[src/rtl/adder_arbiter.sv]
// adder_arbiter
//   Round-robin arbiter that shares one combinational adder between N_REQ
//   requesters. Each requester presents an operand pair. The granted pair
//   goes to the adder, and the sum is captured in a single-entry result
//   register. A new grant can be issued in the same cycle that the held
//   result is drained, so throughput is one operation per cycle.
//
// Ports
//   clk        clock; all state updates on the rising edge
//   rst_n      asynchronous, active-low reset
//   req_valid  per-requester operand-pair valid
//   req_a/b    packed operands; requester i uses [i*WIDTH +: WIDTH]
//   req_ready  one-hot grant, or zero (combinational)
//   add_a/b    operands to the shared adder; zero when no grant
//   add_sum    combinational sum returned by the shared adder
//   rsp_valid  the result register holds a valid result
//   rsp_id     index of the requester that owns the result
//   rsp_sum    registered sum
//   rsp_ready  the consumer accepts the result this cycle
//   op_count   number of granted operations; saturates at 16'hFFFF
//
// state | meaning
// EMPTY | no result held; a grant is always allowed
// FULL  | result held; a grant is allowed only while it drains (rsp_ready=1)

module adder_arbiter #(
  parameter int WIDTH = 32,
  parameter int N_REQ = 3
) (
  input  logic                       clk,
  input  logic                       rst_n,
  input  logic [N_REQ-1:0]           req_valid,
  input  logic [N_REQ*WIDTH-1:0]     req_a,
  input  logic [N_REQ*WIDTH-1:0]     req_b,
  output logic [N_REQ-1:0]           req_ready,
  output logic [WIDTH-1:0]           add_a,
  output logic [WIDTH-1:0]           add_b,
  input  logic [WIDTH-1:0]           add_sum,
  output logic                       rsp_valid,
  output logic [$clog2(N_REQ)-1:0]   rsp_id,
  output logic [WIDTH-1:0]           rsp_sum,
  input  logic                       rsp_ready,
  output logic [15:0]                op_count
);

  localparam int ID_W = $clog2(N_REQ);

  typedef enum logic {EMPTY = 1'b0, FULL = 1'b1} state_t;

  state_t          state, state_nxt;
  logic [ID_W-1:0] last_grant;
  logic            grant_ok;
  logic            grant;
  logic [ID_W-1:0] grant_idx;
  int              cand;

  always_ff @(posedge clk or negedge rst_n) begin
    if (!rst_n) state <= EMPTY;
    else        state <= state_nxt;
  end

  always_comb begin
    state_nxt = state;
    grant_ok  = 1'b0;
    grant     = 1'b0;
    grant_idx = '0;
    cand      = 0;
    req_ready = '0;
    add_a     = '0;
    add_b     = '0;

    // The rst_n term keeps req_ready low for as long as reset is held.
    grant_ok = rst_n && ((state == EMPTY) || rsp_ready);

    // The search starts just after the last winner and wraps around.
    // The first valid requester found wins.
    if (grant_ok) begin
      for (int off = 1; off <= N_REQ; off++) begin
        cand = (int'(last_grant) + off) % N_REQ;
        for (int i = 0; i < N_REQ; i++) begin
          if (!grant && (i == cand) && req_valid[i]) begin
            grant     = 1'b1;
            grant_idx = ID_W'(i);
          end
        end
      end
    end

    for (int i = 0; i < N_REQ; i++) begin
      if (grant && (grant_idx == ID_W'(i))) begin
        req_ready[i] = 1'b1;
        add_a        = req_a[i*WIDTH +: WIDTH];
        add_b        = req_b[i*WIDTH +: WIDTH];
      end
    end

    case (state)
      EMPTY:   if (grant) state_nxt = FULL;
      FULL:    if (grant)          state_nxt = FULL;
               else if (rsp_ready) state_nxt = EMPTY;
      default: state_nxt = EMPTY;
    endcase
  end

  always_ff @(posedge clk or negedge rst_n) begin
    if (!rst_n) begin
      last_grant <= ID_W'(N_REQ - 1);
      rsp_sum    <= '0;
      rsp_id     <= '0;
      op_count   <= '0;
    end else if (grant) begin
      last_grant <= grant_idx;
      rsp_sum    <= add_sum;
      rsp_id     <= grant_idx;
      if (op_count != 16'hFFFF) op_count <= op_count + 16'd1;
    end
  end

  assign rsp_valid = (state == FULL);

endmodule
[config.mk]
export PLATFORM = sky130hd
export DESIGN_NAME = adder_arbiter
export DESIGN_NICKNAME = d
export VERILOG_FILES = /design/src/rtl/adder_arbiter.sv
export SDC_FILE = /design/constraint.sdc
export NUM_CORES = 1
export LEC_CHECK = 0
export CAP_MARGIN = 20
export CORE_AREA = 2 2 136 138
export CTS_CLUSTER_SIZE = 40
export DETAILED_ROUTE_END_ITERATION = 16
export DIE_AREA = 0 0 138 140
export PLACE_DENSITY = 0.7
export SETUP_SLACK_MARGIN = 0.05
export SYNTH_ARGS = -nofsm -noshare
export SYNTH_HDL_FRONTEND = slang
export SYNTH_SLANG_ARGS = --single-unit
[constraint.sdc]
create_clock -name clk -period 7.8 [get_ports clk]
set_clock_uncertainty 0.15 [all_clocks]
set_input_delay 1.95 -clock clk [delete_from_list [all_inputs] [get_ports clk]]
set_output_delay 1.95 -clock clk [all_outputs]
set_load 0.02 [all_outputs]
# Word-level counts from Yosys, hierarchy flattened

Cells that the tools add are included.

Add/subtract/negate cells: 4
Divide/modulo/power cells: 3
Equality and inequality tests: 9
Mux-type cells: 40
Bitwise gates (word level): 1
Reduce and logical (&&, ||, !) cells: 35

Operator list:

| kind                    | number |
|---|---|
| $mux W32                | 6 |
| $eq A2 B32 Y1 const A   | 3 |
| $eq A3 B32 Y1 const A   | 3 |
| $logic_not A32 Y1       | 3 |
| $mod A32 B3 Y32 const B | 3 |
| $mux W1                 | 25 |
| $logic_and A1 B1 Y1     | 21 |
| $add A16 B1 Y16 const B | 1 |
| $mux W2                 | 8 |
| $ne A16 B16 Y1 const B  | 1 |
| $logic_not A1 Y1        | 8 |
| $add A2 B2 Y3 const B   | 2 |
| $add A2 B1 Y3 const B   | 1 |
| $eq A2 B1 Y1 const B    | 1 |
| $eq A2 B2 Y1 const B    | 1 |
| $logic_not A2 Y1        | 1 |
| $pmux W1 S2             | 1 |
| $reduce_and A2 Y1       | 1 |
| $logic_or A1 B1 Y1      | 1 |
| $not A1 Y1              | 1 |

Register bits: 53
Word-level logic and storage cells: 97

# Depth between registers and ports, before layout

Gate-level depths: netlist (run 1).

Depth after elaboration: 51
Gate-level depth with buffers: 9
Mapped depth without buffers: 6

# Worst setup path after synthesis (run 1)

No wires, ideal clock.

Path kind: input-to-output
Start: input port rsp_ready
End: output port add_a[23]
Arrival time: 3177 ps
Path slack: 2523 ps
Stages: 5
Buffers on the path: 1
Cells stage by stage: nand2b_1 o2111a_1 clkbuf_1 and2_0 a221o_1

Longest elaborated chain between the ends: 8

RTL lines:

| item                    | RTL line | RTL |
|---|---|---|
| from (decl)             | 42       | `input logic rsp_ready,` |
| $logic_or A1 B1 Y1 (*)  | 73       | `grant_ok = rst_n && ((state == EMPTY) \|\| rsp_ready);` |
| $logic_and A1 B1 Y1 (*) | 73       |  |
| $mux W2                 | 77       | `if (grant_ok) begin` |
| $logic_not A2 Y1        | 90       | `if (grant && (grant_idx == ID_W'(i))) begin` |
| $logic_and A1 B1 Y1     | 90       |  |
| $mux W32 (2 in a row)   | 90       |  |
| $mux W32 (*)            | 90       |  |
| to (decl)               | 36       | `output logic [WIDTH-1:0] add_a,` |

Every way passes the cells marked *; elsewhere a longest branch is shown, timed or not.

# Worst setup path after layout (run 1)

Start: input port rsp_ready
End: output port add_b[2]

Longest elaborated chain between the ends: 8

RTL lines:

| item                    | RTL line | RTL |
|---|---|---|
| $logic_or A1 B1 Y1 (*)  | 73       |  |
| $logic_and A1 B1 Y1 (*) | 73       |  |
| $mux W2                 | 77       |  |
| $logic_not A2 Y1        | 90       |  |
| $logic_and A1 B1 Y1     | 90       |  |
| $mux W32 (2 in a row)   | 90       |  |
| $mux W32 (*)            | 90       |  |
| to (decl)               | 37       | `output logic [WIDTH-1:0] add_b,` |

Marks and branches as above.

==> flow_metrics.env, run 1 <==
export IMPL_cap_violations=0
export IMPL_h_tree_depth=2
export IMPL_fin_nets=960
export IMPL_multi_input_area_um2=2080
export IMPL_ir_worst_vdd_mv=0.179
export IMPL_cts_buffers=5
export IMPL_fp_dieArea_um2=19300
export IMPL_antenna_found_initial=0
export IMPL_initial_core_util_pct=20.4
export IMPL_ant_nets=0
export IMPL_cp_start_kind="input pin"
export IMPL_cts_hold_buf=0
export IMPL_synth_compound_area_share_pct=22.3
export IMPL_drt_pass1_iterations=4
export IMPL_async_reset_ff_share_pct=100
export IMPL_die_h_um=140
export IMPL_post_drt_wl_per_cell_um=18.2
export IMPL_min_path_type="flip-flop to flip-flop"
export IMPL_core_area_um2=17800
export IMPL_relSlewSlack_pct=51.0
export IMPL_worst_pin_slew_ps=735
export IMPL_finalCritPeriodShare_pct=87.0
export IMPL_synth_mux_area_share_pct=0.414
export IMPL_grt_total_usage_pct=17.2
export IMPL_drt_initial_drc_count=204
export IMPL_fp_row_count=49
export IMPL_postSynthAreaPerCell_um2=9.15
export IMPL_setup_tns_ps=0
export IMPL_drcViolationCount=0
export IMPL_clock_latency_ps=290
export IMPL_synth_flop_cell="dfrtp_1"
export IMPL_cts_sinks=52
export IMPL_synth_distinct_cells=48
export IMPL_clk_transition_reported_paths_ps=70
export IMPL_synth_top_family_by_area="simple AND/OR/NAND/NOR gates"
export IMPL_nFillCells=1750
export IMPL_hold_violations=0
export IMPL_wirelength_um=17400
export IMPL_synth_xor_area_share_pct=3.14
export IMPL_final_max_slew_violation_count=0
export IMPL_syn2layout_area_growth_pct=103
export IMPL_root_buffer="clkbuf_16"
export IMPL_vias=4388
export IMPL_min_period_ps=6790
export IMPL_die_w_um=138
export IMPL_synth_edf_count=0
export IMPL_rsz0062_at_grt="false"
export IMPL_synth_simple_area_share_pct=29.7
export IMPL_ctsLongestPathBuffers=2
export IMPL_layout_commonest_cell="clkdlybuf4s50_1"
export IMPL_cp_end_kind="primary output"
export IMPL_final_cell_mix="346 x clkdlybuf4s50_1, 103 x nand2_1, 64 x a221o_1, 51 x dfrtp_1, 46 x and2_0"
export IMPL_syn_area_um2=3630
export IMPL_overflow=0
export IMPL_crit_arrival_ps=4690
export IMPL_cts_resized=0
export IMPL_grt_pass1_wl_um=26400
export IMPL_grt_pass1_vias=4452
export IMPL_dp_slack_ps=999
export IMPL_p_leak_nw=3.06
export IMPL_powerDensity_nw_per_um2=290
export IMPL_synth_adder_area_share_pct=1.38
export IMPL_synthCells=397
export IMPL_setup_viol=0
export IMPL_gp_congestion=0.862
export IMPL_status="completed"
export IMPL_cts_tree="done"
export IMPL_grt_start_max_net_pins=66
export IMPL_io_pin_count=348
export IMPL_setup_ws_ps=1010
export IMPL_fmax_ghz=0.147
export IMPL_avgViaCountPerCell=4.59
export IMPL_cp_required_ps=5700
export IMPL_path_class="input pin to primary output"
export IMPL_dpl_hpwl_um=14000
export IMPL_io_buffer_count=347
export IMPL_seq_area_frac_synth_pct=35.9
export IMPL_regArea_um2=1300
export IMPL_drive_gt1_share_pct=3.71
export IMPL_syn_num_nets=631
export IMPL_path_max_fanout=65
export IMPL_synth_seq_cells=52
export IMPL_synth_warnings=0
export IMPL_antennaDiodeCount=0
export IMPL_cts_setup_buffers=0
==> flip-flops by register name (all words and copies together), names as in the netlist <==
name,count
rsp_valid,1
last_grant,1
rsp_sum,32
rsp_id,2
op_count,16
==> final timing paths <==
path / from / to / slack, ps / depth (start not counted)
setup / recovery: rsp_ready / add_b[2] / 1010 / 7
hold / removal: rsp_sum[19] / rsp_sum[19] / 320 / 2
setup reg to reg: last_grant[1] / op_count[1] / 5030 / 7
hold reg to reg: rsp_sum[19] / rsp_sum[19] / 320 / 2
max in group asynchronous: rst_n / op_count[6] / 5210 / 2
min in group asynchronous: rst_n / rsp_sum[18] / 1390 / 1
==> layer usage <==
layer,global-route usage (%),up-vias,part of all wire [%]
met1,20.9,2073,40
met3,5.03,20,7.5
met2,30.3,195,51
li1,-,2100,-
met4,3.71,0,1.6
met5,0,-,0
==> cells in the mapped netlist, drive strengths merged (3+ instances only) <==
cell | number | area (um2)
clkbuf | 3 | 11.3
nor4b | 4 | 47.6
and3 | 3 | 18.8
a21oi | 3 | 15.0
xor2 | 10 | 87.6
nand4 | 3 | 33.8
dfrtp | 51 | 1280
ha | 4 | 50.1
and2 | 64 | 400
nor2 | 3 | 13.8
nor4 | 6 | 52.6
xnor2 | 3 | 26.3
buf | 28 | 231
a221o | 64 | 641
nand2 | 103 | 387
nand3 | 9 | 45.0
inv | 5 | 18.8
nor3 | 6 | 35.0
==> where the power goes <==
part | internal [mW] | switching, mW | leakage (nW) | total (mW)
combinational | 0.716 | 0.738 | 2.34 | 1.45
clock | 0.129 | 0.102 | 0.0772 | 0.230
sequential | 0.376 | 0.0701 | 0.644 | 0.446
total | 1.22 | 0.910 | 3.06 | 2.13
==> metrics by stage <==
step                      std cells  utilization (%)  hold WS [ps]  power (mW)  cell area (um2)
after floorplan                 397                -           330        1.25             3630
after global placement          948             40.5           307        1.90             7210
after detailed placement        948             40.5           311        1.91             7210
after CTS                       956             41.4           329        2.15             7360
after global routing            956             41.4           349        2.26             7360
final                           956             41.4           323        2.13             7360
==> logic make-up after synthesis <==
kind of cell | after synthesis
XOR/XNOR | 13
buffers and inverters | 36
AND/OR/NAND/NOR | 207
adder cells (fa/ha/maj) | 4
AO/OA/AOI/OAI | 84
flip-flops | 52
multiplexers | 1
==> critical path, cell delays in order <==
cell and delay [ps]:
clkdlybuf4s50_1 440, nand2b_1 250, nand3_1 170, nor4b_4 270, buf_4 600, a221o_1 300, clkdlybuf4s50_1 650
==> layout make-up <==
type                    instances  area share [%]
repair buffers                353            47.7
clock inverters                 2           0.187
flip-flops and latches         52            17.7
well taps                     229            3.89
clock buffers                   6            1.89
inverters                       5           0.255
multi-input cells             309            28.3
No activity file was read; power rests on OpenSTA's default activity.
==> inputs of run 2 (changes only) <==
- CELL_PAD_IN_SITES_DETAIL_PLACEMENT: not set -> 0
- CELL_PAD_IN_SITES_GLOBAL_PLACEMENT: not set -> 1
- PLACE_DENSITY: 0.7 -> 0.94
- SKIP_LAST_GASP: not set -> 1
==> run 2 against run 1 <==
Fmax barely moved. First-iteration DRC count fell by 25%. Critical path depth did not move. Non-clock buffer count rose by 3. Routed wire length barely moved. Global-route usage fell by 0.46 points. Largest cell class unchanged.
==> flow_metrics.env, run 2 (synthesis results as in run 1) <==
export IMPL_fmax_ghz=0.147
export IMPL_hold_violations=0
export IMPL_clk_transition_reported_paths_ps=60
export IMPL_cts_buffers=5
export IMPL_cts_sinks=52
export IMPL_fin_area_um2=7400
export IMPL_die_h_um=140
export IMPL_crit_arrival_ps=4690
export IMPL_drive_gt1_share_pct=3.97
export IMPL_ant_nets=0
export IMPL_syn2layout_area_growth_pct=104
export IMPL_critPathSlowestCell="o2111a_2"
export IMPL_dpl_hpwl_um=14100
export IMPL_crit_top_cell="clkdlybuf4s50_1"
export IMPL_drt_initial_drc_count=154
export IMPL_grt_total_usage_pct=16.7
export IMPL_min_path_cells=2
export IMPL_post_drt_wl_per_cell_um=18.1
export IMPL_r2r_start="rsp_id[0]"
export IMPL_powerDensity_nw_per_um2=292
export IMPL_critical_path_buf_inv_count=3
export IMPL_top_register="rsp_sum"
export IMPL_cp_start_kind="input pin"
export IMPL_min_path_type="flip-flop to flip-flop"
export IMPL_drt_pass1_iterations=6
export IMPL_final_max_slew_violation_count=0
export IMPL_cp_startpoint="req_valid[1]"
export IMPL_clock_latency_ps=280
export IMPL_path_max_fanout=46
export IMPL_core_area_um2=17800
export IMPL_cts_hold_buf=0
export IMPL_h_tree_depth=2
export IMPL_vias=4395
export IMPL_gp_congestion=0.851
export IMPL_fp_row_count=49
export IMPL_root_buffer="clkbuf_16"
export IMPL_cts_setup_buffers=0
export IMPL_antenna_found_initial=3
export IMPL_layout_commonest_cell="clkdlybuf4s50_1"
export IMPL_fin_nets=963
export IMPL_cp_top_family="buffers and inverters"
export IMPL_r2r_slack_ps=5140
export IMPL_grt_pass1_vias=4382
export IMPL_cts_tree="done"
export IMPL_grt_pass1_wl_um=25700
export IMPL_rsz0062_at_grt="false"
export IMPL_cp_end_kind="primary output"
export IMPL_ctsLongestPathBuffers=2
export IMPL_io_buffer_count=347
export IMPL_r2r_end="op_count[1]"
export IMPL_p_leak_nw=3.08
export IMPL_die_w_um=138
export IMPL_cts_resized=0
export IMPL_finalCritPeriodShare_pct=87.1
export IMPL_min_from="rsp_sum[29]"
export IMPL_cpPeakStageDelay_ps=710
export IMPL_setup_tns_ps=0
export IMPL_r2r_cells=7
export IMPL_final_cell_mix="346 x clkdlybuf4s50_1, 103 x nand2_1, 64 x a221o_1, 51 x dfrtp_1, 46 x and2_0"
export IMPL_overflow=0
export IMPL_drcViolationCount=0
export IMPL_min_period_ps=6790
export IMPL_reg_top3="rsp_sum (32), op_count (16), rsp_id (2)"
export IMPL_avgViaCountPerCell=4.57
export IMPL_path_cells="clkdlybuf4s50_1 -> a21boi_1 -> o2111a_2 -> buf_4 -> and2_1 -> a221o_1 -> clkdlybuf4s50_1"
export IMPL_largest_reg_flops=32
export IMPL_initial_core_util_pct=20.4
export IMPL_path_class="input pin to primary output"
export IMPL_fp_dieArea_um2=19300
export IMPL_setup_viol=0
export IMPL_worst_pin_slew_ps=723
export IMPL_ir_worst_vdd_mv=0.175
export IMPL_place_area_um2=7230
export IMPL_holdPathEnd="rsp_sum[29]"
export IMPL_cp_required_ps=5700
export IMPL_status="completed"
export IMPL_io_pin_count=348
export IMPL_wirelength_um=17400
export IMPL_grt_start_max_net_pins=55
export IMPL_relSlewSlack_pct=51.8
export IMPL_cap_violations=0
run 2: how the worst max path moves through the flow:
stage / end / cells after the start
4_1_cts: add_b[19] / 7
2_1_floorplan: add_a[23] / 5
5_1_grt: add_b[19] / 7
3_3_place_gp: add_b[13] / 7
3_5_place_dp: add_b[19] / 7
6_report: add_b[13] / 7
run 2: through the flow:
step | hold slack, ps | cells | total power, mW | util, % | worst slack (ps)
floorplan | 330 | 397 | 1.25 | - | 2520
global placement | 307 | 951 | 1.91 | 40.7 | 1100
detailed placement | 311 | 951 | 1.92 | 40.7 | 990
CTS | 328 | 959 | 2.18 | 41.6 | 988
global route | 349 | 962 | 2.29 | 41.6 | 828
finish | 324 | 962 | 2.16 | 41.6 | 1010
run 2: layer usage:
metal  wire length [um]  part of all wire (%)  up-vias  GRT usage [%]
met5                  0                     0        -              0
met4                164                  0.94        0           4.14
met3               1070                   6.1       12           3.62
met2               8790                    50      213           28.5
met1               7400                    42     2062           21.7
li1                   -                     -     2108              -
run 2: cell type report:
class | count | area (um2)
tap | 229 | 287
inverter | 5 | 18.8
sequential | 52 | 1300
clock inverter | 2 | 38.8
multi-input combinational | 309 | 2080
timing repair buffer | 356 | 3540
clock buffer | 6 | 129
fill | 1748 | 10400
antenna | 3 | 7.51
run 2: where the power goes:
part	internal (mW)	switching [mW]	leakage, nW	total [mW]
logic	0.722	0.741	2.35	1.46
registers	0.376	0.0737	0.644	0.449
clock network	0.153	0.0971	0.0815	0.250
run 2: worst register-to-register path: cells and delay by family (launching register included):
family,cells,cell delay [ps]
AO/OA/AOI/OAI,2,540
adder cells (fa/ha/maj),1,400
buffers and inverters,2,540
flip-flops,1,430
multiplexers,1,320
AND/OR/NAND/NOR,1,170
==> inputs of run 3 (changes only) <==
- GPL_TIMING_DRIVEN: not set -> 0
- clock period: 7.8 -> 8.6 ns (I/O delays scaled with it)
==> run 3 against run 2 <==
Sequential cell count is the same. Critical endpoint is now add_b[18]. Final cell count is 2.4% higher. Critical path type unchanged. Die area stayed put. First-iteration DRC count is 10% higher.
==> flow_metrics.env, run 3 (synthesis results as in run 1) <==
export IMPL_post_drt_wl_per_cell_um=18.4
export IMPL_io_buffer_count=347
export IMPL_p_switching_mw=0.851
export IMPL_hold_violations=0
export IMPL_reg_top3="rsp_sum (32), op_count (16), rsp_id (2)"
export IMPL_min_path_type="flip-flop to flip-flop"
export IMPL_setup_viol=0
export IMPL_ir_worst_vdd_mv=0.167
export IMPL_rsz0062_at_grt="false"
export IMPL_cp_required_ps=6300
export IMPL_cp_start_kind="input pin"
export IMPL_initial_core_util_pct=20.4
export IMPL_fmax_ghz=0.142
export IMPL_p_leak_nw=3.18
export IMPL_dpl_hpwl_um=14900
export IMPL_h_tree_depth=2
export IMPL_cts_buffers=5
export IMPL_path_class="input pin to primary output"
export IMPL_vias=4522
export IMPL_io_pin_count=348
export IMPL_drive_gt1_share_pct=6.24
export IMPL_cts_tree="done"
export IMPL_cts_resized=0
export IMPL_final_max_slew_violation_count=0
export IMPL_grt_pass1_vias=4406
export IMPL_drcViolationCount=0
export IMPL_syn2layout_area_growth_pct=108
export IMPL_grt_start_max_net_pins=37
export IMPL_overflow=0
export IMPL_finalCritPeriodShare_pct=82.0
export IMPL_cts_setup_buffers=0
export IMPL_wirelength_um=18100
export IMPL_clk_transition_reported_paths_ps=70
export IMPL_switching_share_pct=42.6
export IMPL_largest_reg_flops=32
export IMPL_grt_pass1_wl_um=26200
export IMPL_cap_violations=0
export IMPL_clock_latency_ps=290
export IMPL_power_frac_clock_pct=10.4
export IMPL_crit_arrival_ps=4750
export IMPL_powerDensity_nw_per_um2=264
export IMPL_path_max_fanout=10
export IMPL_final_cell_mix="346 x clkdlybuf4s50_1, 103 x nand2_1, 64 x a221o_1, 51 x dfrtp_1, 46 x and2_0"
export IMPL_cts_hold_buf=0
export IMPL_fin_nets=986
export IMPL_ant_nets=0
export IMPL_power_frac_comb_pct=69.3
export IMPL_core_area_um2=17800
export IMPL_drt_pass1_iterations=4
export IMPL_grt_total_usage_pct=17.3
export IMPL_fp_row_count=49
export IMPL_top_register="rsp_sum"
export IMPL_root_buffer="clkbuf_16"
export IMPL_min_period_ps=7050
export IMPL_total_power_mw=2.00
export IMPL_ctsLongestPathBuffers=2
export IMPL_die_h_um=140
export IMPL_layout_commonest_cell="clkdlybuf4s50_1"
export IMPL_gp_congestion=0.896
export IMPL_antenna_found_initial=4
export IMPL_cts_sinks=52
export IMPL_relSlewSlack_pct=58.7
export IMPL_avgViaCountPerCell=4.59
export IMPL_dp_slack_ps=1510
export IMPL_p_seq_share_pct=20.3
export IMPL_worst_pin_slew_ps=614
export IMPL_fp_dieArea_um2=19300
export IMPL_die_w_um=138
export IMPL_drt_initial_drc_count=170
export IMPL_setup_ws_ps=1550
export IMPL_intPower_mw=1.15
export IMPL_cp_end_kind="primary output"
export IMPL_status="completed"
run 3: per-stage QoR:
step | instances | cell area (um2) | util (%) | TNS, ps | hold slack, ps
after floorplan | 397 | 3630 | - | 0 | 330
after global placement | 973 | 7390 | 41.6 | -18500 | 308
after detailed placement | 974 | 7410 | 41.7 | 0 | 311
after CTS | 982 | 7560 | 42.5 | 0 | 330
after global routing | 985 | 7560 | 42.5 | 0 | 343
final | 985 | 7560 | 42.5 | 0 | 324
run 3: layout make-up:
class	instances	area, um2
fillers	1769	10200
multi-input cells	309	2070
inverters	5	18.8
flip-flops and latches	52	1300
well taps	229	287
diodes	3	7.51
clock inverters	3	26.3
repair buffers	348	3490
plain buffers	31	243
clock buffers	5	125
run 3: power groups by stage:
stage               clock network [mW]  logic (mW)  registers [mW]
detailed placement                   0        1.39           0.408
global placement                     0        1.38           0.405
finish                           0.207        1.38           0.405
floorplan                            0       0.622           0.515
global route                     0.222        1.48           0.416
CTS                              0.216        1.40           0.404
run 3: worst paths after layout:
check	to	slack, ps	start	cells past startpoint
worst min-delay path	rsp_sum[3]	320	rsp_sum[3]	2
worst min register to register	rsp_sum[3]	320	rsp_sum[3]	2
worst max-delay path	add_b[18]	1550	rsp_ready	8
worst max register to register	op_count[6]	6170	rsp_id[0]	8
min in group asynchronous	op_count[0]	1680	rst_n	1
max in group asynchronous	last_grant[1]	5980	rst_n	2
run 3: worst max-delay path, cell delays in order:
cell	delay, ps
clkdlybuf4s50_1	450
nand2b_1	290
nand3_1	140
nor2_1	300
buf_2	290
buf_2	270
a221o_1	230
clkdlybuf4s50_1	620
run 3: routing by layer:
layer | vias to the layer above | routed length, um | GRT usage [%] | share of wire [%]
li1 | 2157 | - | - | -
met1 | 2139 | 7340 | 21.0 | 41
met2 | 198 | 8940 | 30.0 | 49
met3 | 28 | 1220 | 4.21 | 6.7
met4 | 0 | 600 | 6.02 | 3.3
met5 | - | 0 | 0 | 0
